`src/rtl/seven_seg_scanner.sv`:
```
// ---------------------------------------------------------------------------
// seven_seg_scanner
//
// Time-multiplexes four static 7-segment codes onto one 4-digit
// common-anode display. All four codes (and the drop flag) are snapshotted
// once per frame, at the start of digit 0's slot, so a frame never mixes
// old and new codes.
//
// Each digit slot lasts SCAN_DIV clocks. The first BLANK_CYC clocks of a
// slot drive every anode off so that segment data for the next digit does
// not ghost onto the previous one.
//
// Optional feature macro: DROP_BLINK_EN
//   defined   : while the snapshotted drop flag is 1, the display blinks
//               (BLINK_FRAMES frames on, BLINK_FRAMES frames off).
//   undefined : drop_activated is ignored and the display is always shown.
//
// Ports
//   clk             in   1  system clock, rising edge
//   rst_n           in   1  asynchronous assert, active-low reset
//   seven_seg1..4   in   7  digit 0..3 codes, active-high, bit0=a .. bit6=g
//   drop_activated  in   1  drop status (only used with DROP_BLINK_EN)
//   seg_n           out  7  segment cathodes, active-low
//   an_n            out  4  anodes, active-low, an_n[i] selects digit i
//   frame_done      out  1  one-cycle pulse in the first cycle of each frame
//
// All outputs come straight from flops. The output flops are loaded from
// the next-state values of the counter/index/shadow registers, so the
// output seen in slot cycle k corresponds to cnt==k.
// ---------------------------------------------------------------------------
module seven_seg_scanner #(
  parameter int unsigned SCAN_DIV     = 50000,
  parameter int unsigned BLANK_CYC    = 64,
  parameter int unsigned BLINK_FRAMES = 32
) (
  input  logic       clk,
  input  logic       rst_n,
  input  logic [6:0] seven_seg1,
  input  logic [6:0] seven_seg2,
  input  logic [6:0] seven_seg3,
  input  logic [6:0] seven_seg4,
  input  logic       drop_activated,
  output logic [6:0] seg_n,
  output logic [3:0] an_n,
  output logic       frame_done
);

  localparam int unsigned CNT_W = (SCAN_DIV > 1) ? $clog2(SCAN_DIV) : 1;
  localparam logic [CNT_W-1:0] CNT_MAX = CNT_W'(SCAN_DIV - 1);

  // Per-slot FSM: BLANK for the leading ghost-suppression cycles, SHOW after.
  localparam logic [0:0] ST_BLANK = 1'b0;
  localparam logic [0:0] ST_SHOW  = 1'b1;

  logic [CNT_W-1:0] cnt_q, cnt_d;
  logic [1:0]       idx_q, idx_d;
  logic [0:0]       state_q, state_d;
  logic [3:0][6:0]  shadow_q, shadow_d;
  logic             frame_done_q, frame_done_d;
  logic [3:0]       an_n_q, an_n_d;
  logic [6:0]       seg_n_q, seg_n_d;
  logic             snap;
  logic             blank_slot;
  logic             hide_d;

  // Snapshot cycle: first cycle of digit 0's slot (also the first cycle
  // after reset release).
  assign snap = (idx_q == 2'd0) && (cnt_q == '0);

  // Slot counter and digit index.
  always_comb begin
    cnt_d = cnt_q;
    idx_d = idx_q;
    if (cnt_q == CNT_MAX) begin
      cnt_d = '0;
      idx_d = idx_q + 2'd1;
    end else begin
      cnt_d = cnt_q + CNT_W'(1);
    end
  end

  // Blank window is evaluated on the next counter value because the
  // output flops are loaded one cycle ahead of the slot cycle they serve.
  if (BLANK_CYC > 0) begin : g_blank
    localparam logic [CNT_W-1:0] BLANK_LIM = CNT_W'(BLANK_CYC);
    assign blank_slot = (cnt_d < BLANK_LIM);
  end else begin : g_noblank
    assign blank_slot = 1'b0;
  end

  always_comb begin
    state_d = blank_slot ? ST_BLANK : ST_SHOW;
  end

  always_comb begin
    shadow_d = shadow_q;
    if (snap) begin
      shadow_d = {seven_seg4, seven_seg3, seven_seg2, seven_seg1};
    end
  end

  assign frame_done_d = (idx_q == 2'd3) && (cnt_q == CNT_MAX);

`ifdef DROP_BLINK_EN
  localparam int unsigned FW = (BLINK_FRAMES > 1) ? $clog2(BLINK_FRAMES) : 1;
  localparam logic [FW-1:0] FCNT_MAX = FW'(BLINK_FRAMES - 1);

  logic          drop_q, drop_d;
  logic          phase_q, phase_d;
  logic [FW-1:0] fcnt_q, fcnt_d;

  // frame_done_q is high exactly in the snapshot cycle, so counting frames
  // and latching the drop flag happen on the same edge. A frame whose
  // snapshot sees drop=0 restarts the blink sequence from scratch.
  always_comb begin
    drop_d  = drop_q;
    phase_d = phase_q;
    fcnt_d  = fcnt_q;
    if (snap) begin
      drop_d = drop_activated;
      if (!drop_activated) begin
        phase_d = 1'b0;
        fcnt_d  = '0;
      end else if (frame_done_q) begin
        if (fcnt_q == FCNT_MAX) begin
          fcnt_d  = '0;
          phase_d = ~phase_q;
        end else begin
          fcnt_d = fcnt_q + FW'(1);
        end
      end
    end
  end

  assign hide_d = phase_d & drop_d;

  always_ff @(posedge clk or negedge rst_n) begin
    if (!rst_n) begin
      drop_q  <= 1'b0;
      phase_q <= 1'b0;
      fcnt_q  <= '0;
    end else begin
      drop_q  <= drop_d;
      phase_q <= phase_d;
      fcnt_q  <= fcnt_d;
    end
  end
`else
  localparam int unsigned UNUSED_BLINK_FRAMES = BLINK_FRAMES;
  logic unused_drop;
  assign unused_drop = drop_activated;
  assign hide_d      = 1'b0;
`endif

  // Output decode from next-state values.
  always_comb begin
    an_n_d  = 4'hF;
    seg_n_d = 7'h7F;
    if ((state_d == ST_SHOW) && !hide_d) begin
      an_n_d  = ~(4'b0001 << idx_d);
      seg_n_d = ~shadow_d[idx_d];
    end
  end

  always_ff @(posedge clk or negedge rst_n) begin
    if (!rst_n) begin
      cnt_q        <= '0;
      idx_q        <= 2'd0;
      state_q      <= ST_BLANK;
      shadow_q     <= '0;
      frame_done_q <= 1'b0;
      an_n_q       <= 4'hF;
      seg_n_q      <= 7'h7F;
    end else begin
      cnt_q        <= cnt_d;
      idx_q        <= idx_d;
      state_q      <= state_d;
      shadow_q     <= shadow_d;
      frame_done_q <= frame_done_d;
      an_n_q       <= an_n_d;
      seg_n_q      <= seg_n_d;
    end
  end

  // state_q mirrors the slot phase that the output flops currently show;
  // it is kept as a named register for probing.
  logic unused_state;
  assign unused_state = state_q[0];

  assign an_n       = an_n_q;
  assign seg_n      = seg_n_q;
  assign frame_done = frame_done_q;

endmodule

```
`config.mk`:
```
export PLATFORM = sky130hd
export DESIGN_NAME = seven_seg_scanner
export DESIGN_NICKNAME = d
export VERILOG_FILES = /design/src/rtl/seven_seg_scanner.sv
export SDC_FILE = /design/constraint.sdc
export NUM_CORES = 1
export LEC_CHECK = 0
export CAP_MARGIN = 20
export CELL_PAD_IN_SITES_DETAIL_PLACEMENT = 1
export CELL_PAD_IN_SITES_GLOBAL_PLACEMENT = 1
export CORE_MARGIN = 1
export CORE_UTILIZATION = 47
export CTS_BUF_LIST = sky130_fd_sc_hd__clkbuf_4
export CTS_CLUSTER_DIAMETER = 60
export DETAILED_ROUTE_END_ITERATION = 8
export GPL_TIMING_DRIVEN = 0
export PLACE_DENSITY_LB_ADDON = 0.1
export RECOVER_POWER = 100
export SYNTH_ARGS = -nofsm -noshare
export SYNTH_HDL_FRONTEND = slang
export SYNTH_SLANG_ARGS = --single-unit
```
`constraint.sdc`:
```
create_clock -name clk -period 4.9 [get_ports clk]
set_input_delay 1.47 -clock clk [delete_from_list [all_inputs] [get_ports clk]]
set_output_delay 1.47 -clock clk [all_outputs]
set_load 0.05 [all_outputs]
```
==> qor.yml <==
run_status:
  outcome: "finished clean"
synthesis:
  ys_seq_area_frac: 0.5462
  synth-seq-cells: 58
  syn_area_per_cell_um2: 11.46
  yosys-top-cells-area: "dfrtp_1, dfstp_2, mux2_2, nand2_1, xnor2_1"
  synth_edf_count: 0
  ys_async_sr_fraction: 1.000
  syn_nets: 269
  synth.largest_area_cell: "dfrtp_1"
  synthDominantCellAreaShare: 0.4384
  synthCells: 234
  ys.flop_type: "dfrtp_1"
  netlist_area_mm2: 0.002683
  synth.distinct_cells: 40
  ys_top_cells_by_count: "dfrtp_1, nand2_1, mux2_2"
  yosysWarnings: 0
  yosysMostFrequentCell: "dfrtp_1"
clocking:
  clkLatencyLatePin_ps: 400
  clockBufferDepth: 2
  cts_setup_buffers: 0
  clkTransAtPathRegs_ps: 100
  ctsResizeCount: 0
  htree_levels: 3
  cts.sinks: 58
  hold_buffers: 0
  clock_tree.root_cell: "clkbuf_4"
  cts-buffers-inserted: 9
  cts_tree: "done"
detailed_routing:
  via_per_inst: 5.387
  route.vias.total: 1961
  finalWirelength_um: 5922
  post_drt_wl_per_cell_um: 16.27
  route.detailed.drc: 0
  drt_first_pass_iters: 4
  first_iter_violations: 141
  drtAntennaViolNets: 0
power:
  powerDensity_mw_per_mm2: 271.7
  cellLeakagePower_uw: 0.001337
  total_power_uw: 888.6
  irDropWorstVdd_mv: 0.1572
placement:
  dp.cells: 348
  place.gp.congestion: 0.8508
  dp_hpwl_um: 4198
  port_buffers: 41
cells_and_area:
  drive_gt1_frac: 0.1267
  layoutNonFillerInstCount: 364
  final_util: 0.5940
  area_growth_pct: 21.92
  diodes: 0
  final_nets: 322
worst_setup_path:
  critPathArrivalTime_ps: 4060
  slowest_delay_ps: 620
  crit_top_cell: "clkbuf_1"
  endpoint_kind: "flip-flop"
  crit_path_top_delay_cell: "or4_1"
  cp_cell_sequence: "clkbuf_1 > or4_1 > nor4_1 > and2_0 > clkbuf_1 > clkbuf_1 > buf_12 > mux2_1 > o22a_1 > o2111ai_1"
  worstPathMaxFanout: 10
  critical_path_class: "flip-flop to flip-flop"
  cp_data_required_time_ps: 5220
  startpoint_type: "flip-flop"
global_routing:
  grt_pass1_wl_um: 10210
  antenna_found_initial: 0
  grt_pass1_vias: 2070
  grt_usage: 0.2270
  grt_start_max_net_pins: 37
  overflow: 0
sta:
  min_period_ps: 3734
  tns_ps: 0
  fin_crit_sh: 0.7620
  hold_violations: 0
  slew_headroom: 0.1526
  rsz0062_at_grt: "no"
  drv_slew: 0
  worstMarginPinSlew_ps: 1271
  fmax_mhz: 267.8
  clock_skew_ps: 15.38
  setup_violations: 0
die:
  ioPinCount: 43
  rows: 27
  die_area_mm2: 0.006014
  die-width_um: 77.55
  initial_utilization: 0.4872
  core-area_mm2: 0.005507
  dieHeight_um: 77.55
run:
  drv_cap: 0
hold_path:
  hold_path_class: "flip-flop to flip-flop"
-- layout make-up --
type | count | area (um^2)
buffer | 10 | 53.80
clock buffer | 13 | 97.59
clock inverter | 3 | 40.04
fill | 601 | 2236
inverter | 10 | 37.54
multi-input combinational | 156 | 1062
sequential | 58 | 1465
tap | 72 | 90.09
timing repair buffer | 42 | 424.2
-- per-stage QoR --
stage	hold slack [ps]	worst slack (ps)	area, um^2
2_1_floorplan	432.5	2408	2683
3_3_place_gp	443.4	532.4	3183
3_5_place_dp	450.7	2128	3198
4_1_cts	471.9	1675	3336
5_1_grt	499.1	860.0	3271
6_report	470.8	1166	3271
-- kinds of logic after synthesis --
| group | Yosys count | share of synthesized area |
|---|---|---|
| mux | 21 | 0.09048 |
| buf+inv | 20 | 0.04571 |
| simple gates | 97 | 0.1964 |
| compound gates | 20 | 0.05691 |
| xor+xnor | 14 | 0.04571 |
| flops | 58 | 0.5462 |
| fa+ha+maj | 4 | 0.01866 |
-- routing by layer --
metal | GRT usage | vias up | part of all wire
li1 | - | 933 | -
met1 | 0.3139 | 975 | 0.49
met2 | 0.3398 | 42 | 0.45
met3 | 0.03882 | 11 | 0.034
met4 | 0.1245 | 0 | 0.023
met5 | 0 | - | 0
-- final timing paths --
check / slack, ps / from / cells after the start / endpoint
setup / recovery: 1170 / cnt_q[10]$_DFF_PN0_ / 10 / seg_n[6]$_DFF_PN1_
hold / removal: 470 / shadow_q[23]$_DFF_PN0_ / 2 / shadow_q[23]$_DFF_PN0_
setup reg to reg: 1170 / cnt_q[10]$_DFF_PN0_ / 10 / seg_n[6]$_DFF_PN1_
hold reg to reg: 470 / shadow_q[23]$_DFF_PN0_ / 2 / shadow_q[23]$_DFF_PN0_
max in group asynchronous: 2710 / rst_n / 2 / seg_n[0]$_DFF_PN1_
min in group asynchronous: 1320 / rst_n / 1 / shadow_q[3]$_DFF_PN0_
-- where the power goes --
part	internal [uW]	total, uW	leakage, uW	switching (uW)
clock network	177	346	0.0000818	169
registers	490	493	0.000693	2.77
logic	29.2	49.5	0.000562	20.4
-- state kept, by name, summed over array words and instances, names as in the netlist --
signal and cells:
idx_q 2, shadow_q 28, cnt_q 16, seg_n 7, an_n 4, frame_done 1
-- critical path: cells and delay by family (launching register included) --
kind            cells  cell delay (ps)
compound gates      2              290
buf+inv             4             1470
flops               1              370
mux                 1              350
simple gates        3             1180
-- layout by cell type, fill, tap and decap left out, drive strengths merged, types with 6 or more instances in the layout --
master         Yosys  routed
nand3             15      15
nand2             31      31
dlygate4sd3        0      12
clkdlybuf4s50      0      28
nor2              16      16
inv               10      10
mux2              20      20
dfrtp             47      47
dfstp             11      11
xnor2              9       9
nor4               6       6
nand4              6       6
clkbuf             6      23
Note: power is estimated with default switching activity, not from simulation.
